[src/rtl/cpu_datapath.sv]
// Register-and-ALU datapath: accumulator A, register B, output register OUT and carry/zero
// flags, all loaded from one shared ALU result under per-register write strobes.
module cpu_datapath #(
   parameter int WIDTH = 4
) (
   input  logic             clk,
   input  logic             rstn,
   input  logic [3:0]       F,
   input  logic [1:0]       B_sel,
   input  logic             write_a,
   input  logic             write_b,
   input  logic             write_o,
   input  logic             write_cz,
   input  logic [WIDTH-1:0] ext_in,
   output logic [WIDTH-1:0] reg_a,
   output logic [WIDTH-1:0] reg_b,
   output logic [WIDTH-1:0] reg_out,
   output logic             carry,
   output logic             zero
);

   typedef enum logic [3:0] {
      OP_PASS_A = 4'd0,
      OP_PASS_B = 4'd1,
      OP_INC_A  = 4'd2,
      OP_INC_B  = 4'd3,
      OP_ADD    = 4'd4,
      OP_SUB    = 4'd5,
      OP_AND    = 4'd6,
      OP_OR     = 4'd7,
      OP_SHR    = 4'd8,
      OP_SHL    = 4'd9
   } alu_op_e;

   localparam logic [WIDTH:0] ONE = (WIDTH+1)'(1);

   logic [WIDTH-1:0] bbus;
   logic [WIDTH-1:0] res;
   logic [WIDTH:0]   wide;
   logic             co;
   logic             zo;

   // Unknown or unused selector codes fall to zero, so an X select never reaches ops that ignore B.
   always_comb begin
      case (B_sel)
         2'b00:   bbus = reg_b;
         2'b11:   bbus = ext_in;
         default: bbus = '0;
      endcase
   end

   // NOTE: every output of a combinational block gets a default first so no path infers a latch.
   always_comb begin
      wide = '0;
      res  = reg_a;
      co   = 1'b0;
      case (F)
         OP_PASS_A: res = reg_a;
         OP_PASS_B: res = bbus;
         OP_INC_A: begin
            wide = {1'b0, reg_a} + ONE;
            {co, res} = wide;
         end
         OP_INC_B: begin
            wide = {1'b0, bbus} + ONE;
            {co, res} = wide;
         end
         OP_ADD: begin
            wide = {1'b0, reg_a} + {1'b0, bbus};
            {co, res} = wide;
         end
         OP_SUB: begin
            // The extra MSB of a zero-extended subtract is exactly the borrow (A < B).
            wide = {1'b0, reg_a} - {1'b0, bbus};
            {co, res} = wide;
         end
         OP_AND: res = reg_a & bbus;
         OP_OR:  res = reg_a | bbus;
         OP_SHR: begin
            res = {1'b0, reg_a[WIDTH-1:1]};
            co  = reg_a[0];
         end
         OP_SHL: begin
            res = {reg_a[WIDTH-2:0], 1'b0};
            co  = reg_a[WIDTH-1];
         end
         default: begin
            res = reg_a;
            co  = 1'b0;
         end
      endcase
   end

   assign zo = (res == '0);

   // NOTE: sequential state uses non-blocking assignments so every register sees pre-edge A and B.
   always_ff @(posedge clk or negedge rstn) begin
      if (!rstn) begin
         reg_a   <= '0;
         reg_b   <= '0;
         reg_out <= '0;
         carry   <= 1'b0;
         zero    <= 1'b0;
      end else begin
         if (write_a)  reg_a   <= res;
         if (write_b)  reg_b   <= res;
         if (write_o)  reg_out <= res;
         if (write_cz) begin
            carry <= co;
            zero  <= zo;
         end
      end
   end

endmodule

[config.mk]
export PLATFORM = sky130hd
export DESIGN_NAME = cpu_datapath
export DESIGN_NICKNAME = d
export VERILOG_FILES = /design/src/rtl/cpu_datapath.sv
export SDC_FILE = /design/constraint.sdc
export NUM_CORES = 1
export LEC_CHECK = 0
export BUFFER_PORTS_ARGS = -buffer_cell sky130_fd_sc_hd__buf_4
export CORE_MARGIN = 4
export CORE_UTILIZATION = 50
export DETAILED_ROUTE_END_ITERATION = 16
export PLACE_DENSITY_LB_ADDON = 0.08
export SLEW_MARGIN = 40
export SYNTH_ARGS = -nofsm -noshare
export SYNTH_HDL_FRONTEND = slang
export SYNTH_SLANG_ARGS = --single-unit
[constraint.sdc]
create_clock -name clk -period 2.5 [get_ports clk]
set_clock_uncertainty 0.15 [all_clocks]
set_input_delay 0.375 -clock clk [delete_from_list [all_inputs] [get_ports clk]]
set_output_delay 0.375 -clock clk [all_outputs]
set_load 0.01 [all_outputs]
## After elaboration in Yosys (flattened, before gate mapping)

Cells that the tools add are included.
Widths: inputs -> output; s select.

- Bits in registers: 14
- Input port bits: 16
- Output and inout port bits: 14
- Logic and storage cells: 26

- $add $sub $neg: 4
- Equality and inequality tests: 10
- Multiplexer cells: 3
- Bitwise operators: 2
- Reduce and logical (&&, ||, !) cells: 2

Operator list:

| operator | number |
|---|---|
| $pmux 4 s9 | 1 |
| $eq 4x3->1 const B | 4 |
| $add 4x1->5 const B | 2 |
| $eq 4x2->1 const B | 2 |
| $eq 4x4->1 const B | 2 |
| $pmux 4 s2 | 1 |
| $pmux 1 s6 | 1 |
| $add 4x4->5 | 1 |
| $sub 4x4->5 | 1 |
| $and 4x4->4 | 1 |
| $eq 4x1->1 const B | 1 |
| $logic_not 4->1 | 1 |
| $or 4x4->4 | 1 |
| $eq 2x2->1 const B | 1 |
| $logic_not 2->1 | 1 |

## Logic depth before layout (Yosys ltp)

Gate-level depths: netlist (run 1).

- Depth after elaboration: 5
- Gate-level depth with buffers: 13
- Mapped depth without buffers: 12

## Worst setup path before layout (run 1)

OpenSTA, ideal clock, no wires.

- Path type: input to register
- Start point: input B_sel[0]
- End point: register zero
- Arrival time: 2.607 ns
- Data required time: 2.246 ns
- Setup slack: -0.360 ns
- Stages: 13
- Path buffers: 1
- Cells stage by stage: inv_1 > ha_1 > buf_6 > a22oi_1 > nor2_1 > ha_1 > fa_1 > xor2_1 > a21oi_1 > o221ai_1 > a21oi_1 > a21oi_2 > o41ai_2

- Cells in the longest elaborated chain, start to end: 5
- Elaborated cells between the ends (all ways): 10
- Classes of those cells: add/sub: 3; eq/ne: 1; mux: 2; bitwise: 2; reduce/logical: 2

Ends and longest elaborated chain:

| item | RTL line | source |
|---|---|---|
| from (decl) | 9 | `input logic [1:0] B_sel,` |
| $eq 2x2->1 / $logic_not 2->1 (equally long branches) | 45 | `case (B_sel)` |
| $pmux 4 s2 * | 45 |  |
| $sub 4x4->5 (tied with other cells) | 74 | `wide = {1'b0, reg_a} - {1'b0, bbus};` |
| $pmux 4 s9 * | 57 | `case (F)` |
| $logic_not 4->1 * | 94 | `assign zo = (res == '0);` |
| to (signal assigned) | 110 | `zero <= zo;` |
| to (decl) | 19 | `output logic zero` |

Every way passes the cells marked *; elsewhere a longest branch is shown, timed or not.
A chain may end at the register's enable or synchronous reset.

## Worst setup path in the final report (run 1)

- Start point: register reg_b[0]
- End point: register reg_out[2]

- Cells in the longest elaborated chain, start to end: 3
- Elaborated cells between the ends (all ways): 5
- Classes of those cells: add/sub: 3; mux: 2

Ends and longest elaborated chain:

| item | RTL line | source |
|---|---|---|
| from (decl) | 16 | `output logic [WIDTH-1:0] reg_b,` |
| from (signal assigned) | 106 | `if (write_b) reg_b <= res;` |
| $pmux 4 s2 * | 45 |  |
| $sub 4x4->5 (tied with other cells) | 74 |  |
| $pmux 4 s9 * | 57 |  |
| to (signal assigned) | 107 | `if (write_o) reg_out <= res;` |
| to (decl) | 17 | `output logic [WIDTH-1:0] reg_out,` |

Marks and branches as above.

==> results.txt, run 1 <==
Syn. warnings = 0
Final Hold Vio Count = 0
H-tree depth = 1
RSZ-0062 raised after global routing = true
Syn_nets = 217
CTS buffer count = 3
Clock-pin slew on the worst setup and hold paths = 0.09 ns
P_leak = 1.01 nW
Seq/Total Area, Yosys = 0.222
CTS tree = built
Ant. Diodes = 0
CP Capture Type = flip-flop
Netlist cell types = 54
First-pass GRT wire length = 8060 um
GRT overflow = 0
Final Routed Wirelength = 5250 um
Setup Viol. Count Final = 6
Max-cap violations = 0
Row Count = 20
Cell Pwr Density = 532 mW/mm2
Share of cells above drive strength 1 = 0.463
Crit-path leading delay family = compound AO/OA/AOI/OAI gates
Routability cong. = 0.959
Root Buffer = clkbuf_4
Max_slew headroom = 0.600
Gr usage total = 0.251
Initial DRC count = 168
Initial antenna violation count = 0
Post-Place Setup Slack = -0.397 ns
Avg Inst Size Synth = 8.53 um2
Wirelength per Cell = 18.4 um
Tmin final = 2.57 ns
Area contributors post-synth = dfrtp_1 22%, ha_1 12%, mux2_2 7.9%
Startpoint Class = flip-flop
CP most frequent cell = a21oi_1
Netlist Area Pre-Place = 0.00158 mm2
Seq cells post-synth = 14
CP bufs+invs = 0
Die H = 64.2 um
CTS Buffer Depth = 2
Area leader, netlist = dfrtp_1
Max frequency = 0.390 GHz
Ys async rst share = 1.00
Setup TNS = -0.250 ns
Drt first pass iters = 7
Final WS setup = -0.0667 ns
DR vias = 1719
Status = finished, violations left
Initial Utilization = 0.521
IO Pins = 30
Footprint of the multi-input gates = 0.00131 mm2
Area Growth Syn to Fin = 47.7%
Tot Pwr = 1.24 mW
Post-Synthesis Cells = 185
Pin count of the biggest net entering global routing = 22
Port buffer count = 29
Final Max Slew Viols = 0
Core Footprint = 0.00303 mm2
CP max-delay cell = dfrtp_1
Register Area = 350 um2
Vias in the first global route = 1673
Die Area = 0.00412 mm2
Post-synth EDFFs = 0
Clock Latency Late Sink = 0.29 ns
Critical path start-end classification = reg2reg
HPWL Detailed = 3810 um
Die width = 64.2 um
Slew @ Worst Pin = 0.599 ns
CTS Sinks = 14
Via density = 6.01
Failing checks = setup timing
Peak supply drop = 0.507 mV
Arrival time at the worst endpoint = 2.58 ns
Crit-path max FO = 4
Fillcell total = 224
Util after Layout = 0.769
CP Cell Sequence = a22oi_2, nor2_4, ha_4, fa_2, xor2_1, a21oi_1, o221ai_1, a21oi_1, a21oi_2, mux2_4
Hold Crit Class = in2reg
Data required time of the worst path = 2.51 ns
Main synth FF type = dfrtp_1
Fin nets = 276
Crit share post-route = 1.03
Antenna Violating Nets Remaining = 0
Top cell type's share of synthesized area = 0.222
DR DRC count = 0
Critical path's largest stage delay = 0.42 ns
final timing paths:
check | slack, ns | cells past startpoint | from | to
setup / recovery | -0.07 | 10 | reg_b[0]$_DFFE_PN0P_ | reg_out[2]$_DFFE_PN0P_
hold / removal | 0.19 | 2 | write_a | reg_a[0]$_DFFE_PN0P_
setup reg to reg | -0.07 | 10 | reg_b[0]$_DFFE_PN0P_ | reg_out[2]$_DFFE_PN0P_
hold reg to reg | 0.36 | 2 | zero$_DFFE_PN0P_ | zero$_DFFE_PN0P_
max in group asynchronous | 1.70 | 2 | rstn | reg_out[2]$_DFFE_PN0P_
min in group asynchronous | 0.32 | 2 | rstn | reg_a[3]$_DFFE_PN0P_
logic make-up (layout without fill, tap and decap cells):
kind of cell / count (synthesis) / in the layout / share of synthesized area
XOR/XNOR: 5 / 5 / 0.0278
flip-flops: 14 / 14 / 0.222
buffers and inverters: 25 / 82 / 0.0698
AO/OA/AOI/OAI: 52 / 52 / 0.258
adder cells (fa/ha/maj): 16 / 16 / 0.132
AND/OR/NAND/NOR: 60 / 60 / 0.200
multiplexers: 13 / 13 / 0.0912
report_power, final:
part           internal, mW  total (mW)  switching [mW]
sequential            0.276       0.323          0.0469
clock                0.0560       0.130          0.0735
combinational         0.401       0.787           0.386
total                 0.733        1.24           0.507
per-layer routing:
metal  vias up  track usage  share of wire
li1        794            -              -
met1       803        0.314           0.39
met2       105        0.441           0.49
met3        17       0.0404          0.074
met4         0       0.0712          0.038
met5         -            0              0
cell usage in the layout (no fill, tap or decap), drive strengths merged, types with 3 or more instances in the layout:
master	netlist	routed
nand4	3	3
o21ai	5	5
nor3	6	6
or2	3	3
ha	15	15
nand2b	4	4
dfrtp	14	14
a21oi	13	13
o31ai	3	3
mux2	11	11
nor2	17	17
nor2b	5	5
inv	14	14
buf	8	64
nand3	6	6
clkbuf	3	3
xnor2	3	3
nand2	8	8
a22oi	6	6
what timing repair did:
item / CTS / global route
hold buffers: 1 / 0
pin swaps: 9 / 15
resized for setup: 5 / 19
setup endpoints to repair: 10 / 11
buffers inserted: 3 / 5
hold endpoints to repair: 14 / 0
through the flow:
stage,instances,hold WS (ns),instance area [um2]
after floorplan,185,-0.0706,1690
after global placement,274,0.0747,2100
after detailed placement,274,0.0817,2100
after CTS,281,0.183,2190
after global routing,286,0.225,2330
final,286,0.188,2330
area by class of cell:
cell class,count,share of cell area
clock buffer,3,0.00967
inverter,14,0.0322
multi-input combinational,146,0.563
sequential,14,0.150
tap,44,0.0236
timing repair buffer,65,0.221
synthesized netlist by cell type, types with 2 or more instances:
library cell	instances
nor2_1	17
ha_1	15
dfrtp_1	14
a21oi_1	12
inv_1	11
mux2_2	11
nand2_1	8
buf_2	7
nand3_1	6
nor3_1	6
a22oi_1	5
nor2b_1	5
o21ai_0	5
nand2b_1	4
clkbuf_1	3
inv_2	3
nand4_1	3
o31ai_1	3
xnor2_1	3
and3_1	2
mux2i_1	2
nand3b_1	2
nor4bb_1	2
o211ai_1	2
o21a_1	2
o21bai_1	2
o41ai_2	2
xor2_1	2
sequential cells by signal (all words and copies together), names as in the netlist:
signal   cells
reg_a        4
carry        1
reg_b        4
zero         1
reg_out      4
No activity file was read; power rests on OpenSTA's default activity.
==> run 2, diff against run 1 <==
--- a/config.mk
+++ b/config.mk
@@ -6,9 +6,10 @@
 export NUM_CORES = 1
 export LEC_CHECK = 0
 export BUFFER_PORTS_ARGS = -buffer_cell sky130_fd_sc_hd__buf_4
-export CORE_MARGIN = 4
+export CORE_MARGIN = 8
 export CORE_UTILIZATION = 50
 export DETAILED_ROUTE_END_ITERATION = 16
+export MAX_ROUTING_LAYER = met4
 export PLACE_DENSITY_LB_ADDON = 0.08
 export SLEW_MARGIN = 40
 export SYNTH_ARGS = -nofsm -noshare
==> constraint.sdc (replaced) <==
create_clock -name clk -period 2.9 [get_ports clk]
set_clock_uncertainty 0.15 [all_clocks]
set_input_delay 0.435 -clock clk [delete_from_list [all_inputs] [get_ports clk]]
set_output_delay 0.435 -clock clk [all_outputs]
set_load 0.01 [all_outputs]
==> results.txt, run 2 (synthesized netlist as in run 1, its figures left out) <==
Final Hold Vio Count = 0 (unchanged)
Clock power share = 0.144 (was 0.104)
Startpoint Class = primary input (was flip-flop)
Final Routed Wirelength = 4640 um (was 5250 um)
Vias in the first global route = 1596 (was 1673)
Internal power = 0.570 mW (was 0.733 mW)
Cell Pwr Density = 471 mW/mm2 (was 532 mW/mm2)
Initial Utilization = 0.521 (unchanged)
Most frequent cells in the layout = 50 x buf_4, 17 x nor2_1, 14 x ha_1, 14 x dfrtp_1, 12 x a21oi_1 (was 61 x buf_4, 15 x nor2_1, 14 x dfrtp_1)
Critical path start-end classification = in2reg (was reg2reg)
H-tree depth = 1 (unchanged)
Port buffer count = 29 (unchanged)
Slew @ Worst Pin = 0.631 ns (was 0.599 ns)
DR vias = 1651 (was 1719)
Drt first pass iters = 4 (was 7)
Max frequency = 0.359 GHz
First-pass GRT wire length = 7500 um (was 8060 um)
Via density = 6.05 (was 6.01)
Logic pwr share = 0.561 (was 0.635)
HPWL Detailed = 3630 um (was 3810 um)
P_leak = 0.906 nW (was 1.01 nW)
Wirelength per Cell = 17.0 um (was 18.4 um)
CTS tree = built (unchanged)
Gr usage total = 0.183 (was 0.251)
Crit share post-route = 0.962
GRT overflow = 0 (unchanged)
Most common cell after layout, fill and taps aside = buf_4 (unchanged)
Crit-path max FO = 6 (was 4)
Pin count of the biggest net entering global routing = 22 (unchanged)
CTS buffer count = 3 (unchanged)
Initial DRC count = 181 (was 168)
Row Count = 20 (unchanged)
Fin nets = 262 (was 276)
Die Area = 0.00521 mm2 (was 0.00412 mm2)
Peak supply drop = 0.373 mV (was 0.507 mV)
Tmin final = 2.79 ns
Net Sw Frac = 0.398 (was 0.409)
IO Pins = 30 (unchanged)
Root Buffer = clkbuf_4 (unchanged)
CTS Buffer Depth = 2 (unchanged)
Fillcell total = 264 (was 224)
Max-cap violations = 0 (unchanged)
Max_slew headroom = 0.578 (was 0.600)
Core Footprint = 0.00303 mm2 (unchanged)
Switching power = 0.378 mW (was 0.507 mW)
Initial antenna violation count = 0 (unchanged)
Antenna Violating Nets Remaining = 0 (unchanged)
Die H = 72.2 um (was 64.2 um)
Hold Crit Class = in2reg (unchanged)
CP Cell Sequence = buf_4, inv_1, ha_1, or2_2, ha_1, ha_1, o21a_1, o32ai_1, o211ai_1, o21a_1, o41ai_2 (was a22oi_2, nor2_4, ha_4, fa_2, xor2_1, a21oi_1, o221ai_1, a21oi_1, a21oi_2, mux2_4)
Top flop regs = reg_a (4), reg_b (4), reg_out (4) (unchanged)
DR DRC count = 0 (unchanged)
Final Max Slew Viols = 0 (unchanged)
Routability cong. = 0.977 (was 0.959)
Seq pwr share = 0.296 (was 0.260)
Arrival time at the worst endpoint = 2.82 ns (was 2.58 ns)
CTS Sinks = 14 (unchanged)
Non-filler cells in the finished layout = 273 (was 286)
Critical path's largest stage delay = 0.36 ns (was 0.42 ns)
Ant. Diodes = 0 (unchanged)
Status = complete, no violations (was finished, violations left)
Clock Latency Late Sink = 0.27 ns (was 0.29 ns)
Tot Pwr = 0.948 mW (was 1.24 mW)
Setup Viol. Count Final = 0 (was 6)
CP max-delay cell = ha_1 (was dfrtp_1)
Share of cells above drive strength 1 = 0.354 (was 0.463)
Clock-pin slew on the worst setup and hold paths = 0.08 ns (was 0.09 ns)
CP most frequent cell = ha_1 (was a21oi_1)
CP Capture Type = flip-flop (unchanged)
Area Growth Syn to Fin = 27.5% (was 47.7%)
Die width = 72.2 um (was 64.2 um)
Data required time of the worst path = 2.93 ns (was 2.51 ns)
Inst Count DP = 268 (was 274)
-- run 2: metal layers --
metal | GRT usage | part of all wire
met1 | 0.225 | 0.41
met2 | 0.278 | 0.49
met3 | 0.0496 | 0.081
met4 | 0.0658 | 0.016
met5 | - | 0
-- run 2: layout make-up --
type | count | area [um2] | share of cell area
flip-flops and latches | 14 | 350 | 0.174
repair buffers | 51 | 385 | 0.192
multi-input cells | 146 | 1130 | 0.563
well taps | 44 | 55.1 | 0.0274
inverters | 14 | 52.6 | 0.0261
clock buffers | 4 | 36.3 | 0.0180
-- run 2: power by group through the flow --
stage                     clock (mW)  combinational, mW  sequential (mW)
after floorplan                    0              0.274            0.302
after global placement             0              0.518            0.279
after detailed placement           0              0.522            0.282
after CTS                      0.138              0.527            0.279
after global routing           0.152              0.579            0.286
final                          0.136              0.531            0.280
-- run 2: worst max-delay path, delay by kind of cell --
kind | cells | cell delay, ns
adder cells (fa/ha/maj) | 3 | 0.96
AO/OA/AOI/OAI | 5 | 0.95
AND/OR/NAND/NOR | 1 | 0.35
buffers and inverters | 2 | 0.12
-- run 2: per-stage QoR --
stage               setup WS (ns)  hold WS, ns  instance area [um2]  setup TNS [ns]  utilization
CTS                         0.114        0.241                 2000               0        0.661
floorplan                  0.0172      -0.0106                 1580               0            -
global route             -0.00232        0.237                 2010        -0.00232        0.664
global placement           -0.130        0.137                 1960          -0.706        0.646
finish                      0.111        0.233                 2010               0        0.664
detailed placement         -0.168        0.141                 1960           -1.08        0.646
-- run 2: final timing paths --
kind,from,end,slack [ns],depth (start not counted)
setup reg to reg,reg_b[1]$_DFFE_PN0P_,zero$_DFFE_PN0P_,0.28,9
setup / recovery,B_sel[0],zero$_DFFE_PN0P_,0.11,11
max in group asynchronous,rstn,reg_b[1]$_DFFE_PN0P_,2.05,2
hold reg to reg,zero$_DFFE_PN0P_,zero$_DFFE_PN0P_,0.35,2
hold / removal,write_a,reg_a[0]$_DFFE_PN0P_,0.23,2
min in group asynchronous,rstn,zero$_DFFE_PN0P_,0.39,2
-- run 2: what timing repair did --
item / 4_1_cts / 5_1_grt
endpoints found under the hold margin: 14 / 0
resized for setup: 0 / 3
hold buffers: 1 / 0
endpoints found under the setup margin: 0 / 7
setup buffers: 0 / 0
